$ cat config.mk
export PLATFORM = sky130hd
export DESIGN_NAME = game_over_banner_positioner
export DESIGN_NICKNAME = d
export VERILOG_FILES = /design/src/rtl/game_over_banner_positioner.sv
export SDC_FILE = /design/constraint.sdc
export NUM_CORES = 1
export LEC_CHECK = 0
export ABC_AREA = 1
export CAP_MARGIN = 25
export CORE_ASPECT_RATIO = 1.1
export CORE_MARGIN = 5
export CORE_UTILIZATION = 35
export CTS_CLUSTER_DIAMETER = 150
export DETAILED_ROUTE_END_ITERATION = 10
export DONT_BUFFER_PORTS = 1
export GPL_TIMING_DRIVEN = 0
export PLACE_DENSITY = 0.58
export SLEW_MARGIN = 20
export SYNTH_ARGS = -nofsm -noshare
export SYNTH_HDL_FRONTEND = slang
export SYNTH_SLANG_ARGS = --single-unit
export TNS_END_PERCENT = 10
$ cat constraint.sdc
create_clock -name clk -period 2.4 [get_ports clk]
set_clock_uncertainty 0.15 [all_clocks]
set_input_delay 0.36 -clock clk [delete_from_list [all_inputs] [get_ports clk]]
set_output_delay 0.36 -clock clk [all_outputs]
set_load 0.01 [all_outputs]
$ cat src/rtl/game_over_banner_positioner.sv
// Game-over banner positioner: slides a scaled 32x32 banner down from above
// the screen to a rest position, updating only at frame boundaries, and
// produces the registered hit test and banner-local offsets for the bitmap.
// Optional blinking in the rest position is compiled in with GAMEOVER_BLINK_EN.
module game_over_banner_positioner #(
  parameter int OBJECT_WIDTH_X  = 32,
  parameter int OBJECT_HEIGHT_Y = 32,
  parameter int SCALE_SHIFT     = 2,
  parameter int TARGET_X        = 256,
  parameter int TARGET_Y        = 176,
  parameter int START_Y         = -128,
  parameter int SLIDE_STEP      = 4,
  parameter int BLINK_FRAMES    = 16
) (
  input  logic        clk,
  input  logic        resetN,
  input  logic [10:0] pixelX,
  input  logic [10:0] pixelY,
  input  logic        startOfFrame,
  input  logic        gameOver,
  output logic [10:0] offsetX,
  output logic [10:0] offsetY,
  output logic        InsideRectangle,
  output logic        bannerSettled
);

  localparam logic [1:0] IDLE  = 2'd0;
  localparam logic [1:0] SLIDE = 2'd1;
  localparam logic [1:0] SHOW  = 2'd2;

  // Screen-pixel extents and positions, all in 12-bit signed arithmetic so a
  // banner with a negative top edge clips naturally at row 0.
  localparam logic signed [11:0] W     = 12'(OBJECT_WIDTH_X << SCALE_SHIFT);
  localparam logic signed [11:0] H     = 12'(OBJECT_HEIGHT_Y << SCALE_SHIFT);
  localparam logic signed [11:0] TX    = 12'(TARGET_X);
  localparam logic signed [11:0] TY    = 12'(TARGET_Y);
  localparam logic signed [11:0] SY    = 12'(START_Y);
  localparam logic signed [11:0] STEP  = 12'(SLIDE_STEP);
  localparam logic signed [11:0] X_END = TX + W;

  logic [1:0]         state;
  logic signed [11:0] top_y;
  logic signed [11:0] step_y;
  logic               reach_target;
  logic               enter_show;
  logic               visible;

  assign step_y       = top_y + STEP;
  // Clamp test: any step landing on or past the rest row ends the slide.
  assign reach_target = (step_y >= TY);
  assign enter_show   = gameOver && (state == SLIDE) && startOfFrame && reach_target;
  assign bannerSettled = (state == SHOW);

  // Slide state machine; gameOver low always returns to IDLE at START_Y.
  always_ff @(posedge clk or negedge resetN) begin
    if (!resetN) begin
      state <= IDLE;
      top_y <= SY;
    end else if (!gameOver) begin
      state <= IDLE;
      top_y <= SY;
    end else begin
      case (state)
        // A frame pulse coinciding with the rise is not a step.
        IDLE: state <= SLIDE;
        SLIDE: begin
          if (startOfFrame) begin
            if (reach_target) begin
              top_y <= TY;
              state <= SHOW;
            end else begin
              top_y <= step_y;
            end
          end
        end
        SHOW:    state <= SHOW;
        default: state <= IDLE;
      endcase
    end
  end

`ifdef GAMEOVER_BLINK_EN
  localparam int CW = $clog2(BLINK_FRAMES + 1);

  logic [CW-1:0] blink_cnt;
  logic          blink_on;

  // Frame counter toggling banner visibility every BLINK_FRAMES frames in SHOW.
  always_ff @(posedge clk or negedge resetN) begin
    if (!resetN) begin
      blink_cnt <= '0;
      blink_on  <= 1'b0;
    end else if (enter_show) begin
      blink_cnt <= '0;
      blink_on  <= 1'b1;
    end else if (gameOver && (state == SHOW)) begin
      if (startOfFrame) begin
        if (blink_cnt == CW'(BLINK_FRAMES - 1)) begin
          blink_cnt <= '0;
          blink_on  <= ~blink_on;
        end else begin
          blink_cnt <= blink_cnt + 1'b1;
        end
      end
    end else begin
      blink_cnt <= '0;
      blink_on  <= 1'b0;
    end
  end

  // Blinking only applies at rest; the sliding banner is always drawn.
  assign visible = (state != SHOW) | blink_on;
`else
  assign visible = 1'b1;
`endif

  logic signed [11:0] px, py, dx, dy;
  logic               in_x, in_y, hit;

  assign px   = $signed({1'b0, pixelX});
  assign py   = $signed({1'b0, pixelY});
  assign dx   = px - TX;
  assign dy   = py - top_y;
  assign in_x = (px >= TX) && (px < X_END);
  assign in_y = (py >= top_y) && (py < top_y + H);
  assign hit  = (state != IDLE) && visible && in_x && in_y;

  // Registered hit test and scaled offsets; offsets are zero outside.
  always_ff @(posedge clk or negedge resetN) begin
    if (!resetN) begin
      InsideRectangle <= 1'b0;
      offsetX         <= '0;
      offsetY         <= '0;
    end else begin
      InsideRectangle <= hit;
      offsetX         <= hit ? 11'($unsigned(dx) >> SCALE_SHIFT) : 11'd0;
      offsetY         <= hit ? 11'($unsigned(dy) >> SCALE_SHIFT) : 11'd0;
    end
  end

endmodule

==> impl_metrics.ini <==
[sta]
clock.fmax_mhz = 460
fin_crit_ps = 2170
setup_viol = 0
grt_setup_unrepaired = no
fin_setup_tns_ps = 0
maxSlewViolCount = 0
holdWs_ps = 31.6
setup_slack_ps = 228
fin_crit_sh_pct = 90.5
hold_viol_final = 0

[die]
rows = 30
dieArea_sq_um = 7880
fp.dieW_um = 85.1
dieHeight_um = 92.6
initial_utilization_pct = 35.5
ios = 50
core_sq_um = 6120

[place]
hpwl_mm = 3.66
dpl.cell_count = 366
gp_congestion = 0.831
dp_slack_ps = 99.2
io_buffers = 0

[detailed_routing]
first_iter_violations = 40
postRouteAntennaNets = 0
drc = 0
drt_wl_total_mm = 4.65
vias = 1773
routed_via_density = 4.68
firstDrtPassIters = 4
wire_per_inst_um = 12.3

[clock_tree]
cts_inserted_buffers = 5
cts.sinks = 33
htree_num_levels = 2
clock_path_buffers = 2
cts_tree = done
clk_pin_slew_ps = 70
clk_latency_ps = 280
cts-root-buf = clkbuf_8

[synthesis]
ys_seq_area_share_pct = 38.3
synth_top_area_share_pct = 32.3
ys_top_cells_by_area = dfrtp_1 32%, ha_1 12%, nand2_1 11%, inv_1 8.3%, nor2_1 7.6%
synthCells = 285
synth.cell_area_sq_um = 2170
yosysWarnings = 0
synthDistinctLibCells = 32
yosys.area.top_type = dfrtp_1
ys_seq_elements = 33
synth.avg_cell_area_sq_um = 7.62

[run]
cap_violations = 0

[min_path]
min_path_type = in2reg

[power_and_ir_drop]
p_per_area_nw_per_um2 = 712
ir_drop_uv = 232
power_mw = 1.75
power_leakage_nw = 1.36

[worst_setup_path]
startpoint_type = register
crit_type = reg2reg
cp.required_ps = 2460
critPathArrivalTime_ps = 2230
endpoint_kind = register
r2r_slack_ps = 230
critPathMaxFanout = 10

[outcome]
status = finished clean

[cells_and_area]
diodes = 0
nNetsFinal = 345
drive_gt1_share_pct = 12.0
nFillCells = 648
syn2layout_area_growth_pct = 13.5
stdcell_count = 379

[grt]
antenna_found_initial = 0
grt_pass1_vias = 1724
globalRouteOverflowTotal = 0
grt_pass1_wl_mm = 7.94
grt_max_degree = 34
grt_usage_pct = 12.5
metal layers:
metal  GRT usage [%]  share of wire [%]
met4            3.56               0.97
met1            14.4                 43
met5               0                  0
met3            4.00                6.2
met2            22.1                 50
timing repair:
item	in CTS	in global routing
hold buffers	3	0
setup endpoints to repair	0	20
buffers inserted	0	2
gates resized for setup	0	6
endpoints found under the hold margin	35	0
sequential cells by signal, summed over array words and instances (netlist names):
name	cells
offsetX	10
offsetY	10
top_y	10
state	2
InsideRectangle	1
path summary, 6_finish.rpt:
kind / cells after the start / end / startpoint
setup / recovery: 14 / offsetX[0] / top_y[7]
hold / removal: 2 / offsetX[1] / pixelX[3]
setup reg to reg: 14 / offsetX[0] / top_y[7]
hold reg to reg: 2 / state[0] / state[0]
max in group asynchronous: 2 / top_y[7] / resetN
min in group asynchronous: 2 / offsetX[8] / resetN
synthesized netlist by cell type:
cell type / count
a21boi_0: 1
ha_1: 21
o211ai_1: 3
o21bai_1: 1
nand2_1: 63
dfstp_2: 5
inv_1: 48
dfrtp_1: 28
nand2_2: 2
buf_2: 2
xor2_1: 7
buf_4: 2
a21oi_1: 8
a31oi_1: 1
nor2_2: 2
xnor2_1: 4
a21oi_2: 1
o221ai_1: 1
clkbuf_1: 1
a21o_1: 1
o21ai_0: 9
o21ai_2: 1
conb_1: 1
nand3_2: 2
inv_2: 2
a31o_2: 1
nand3_1: 14
o21a_1: 1
nand4_1: 5
nor2_1: 44
nand2_4: 2
nor2_4: 1
logic make-up after synthesis:
kind of cell	synth area share, %
adders and majority gates	12.1
AOI/OAI and AO/OA	8.24
buffers and inverters	9.97
other	0.173
DFF	38.3
xor gates and xnor gates	4.44
and+or+nand+nor	26.8
critical path: stages, from the launching register on:
cell	delay [ps]
dfstp_2	570
inv_1	100
nor2_1	150
xor2_1	90
ha_1	180
nor2_1	80
o21ai_0	80
inv_1	60
nand4_1	60
nor2_1	110
nand2_1	60
inv_1	60
nand2_1	60
buf_2	180
nor2_1	110
final cells by class:
type	count	area, sq um	share of cell area [%]
multi-input cells	198	1140	46.4
flip-flops and latches	33	833	33.8
inverters	50	188	7.61
well taps	80	100	4.06
clock buffers	7	86.3	3.50
repair buffers	5	55.1	2.23
clock inverters	1	30.0	1.22
plain buffers	5	28.8	1.17
stage by stage:
stage / instance area (sq um) / utilization (%)
finish: 2460 / 40.3
CTS: 2430 / 39.8
floorplan: 2180 / -
detailed placement: 2280 / 37.2
global route: 2460 / 40.3
global placement: 2280 / 37.2
power by group:
group	total, mW	switching, mW	internal, mW
logic	0.546	0.339	0.206
registers	0.663	0.0480	0.615
clock network	0.546	0.207	0.339
placed cells by master, fill, tap and decap left out, types with 6 or more instances in the layout:
cell type and n:
a21oi_1 8, xor2_1 7, nor2_1 44, nand2_1 63, dfrtp_1 27, nand3_1 14, o21ai_0 8, ha_1 20
clkbuf_8 6, inv_1 48
Note: power is estimated with default switching activity, not from simulation.
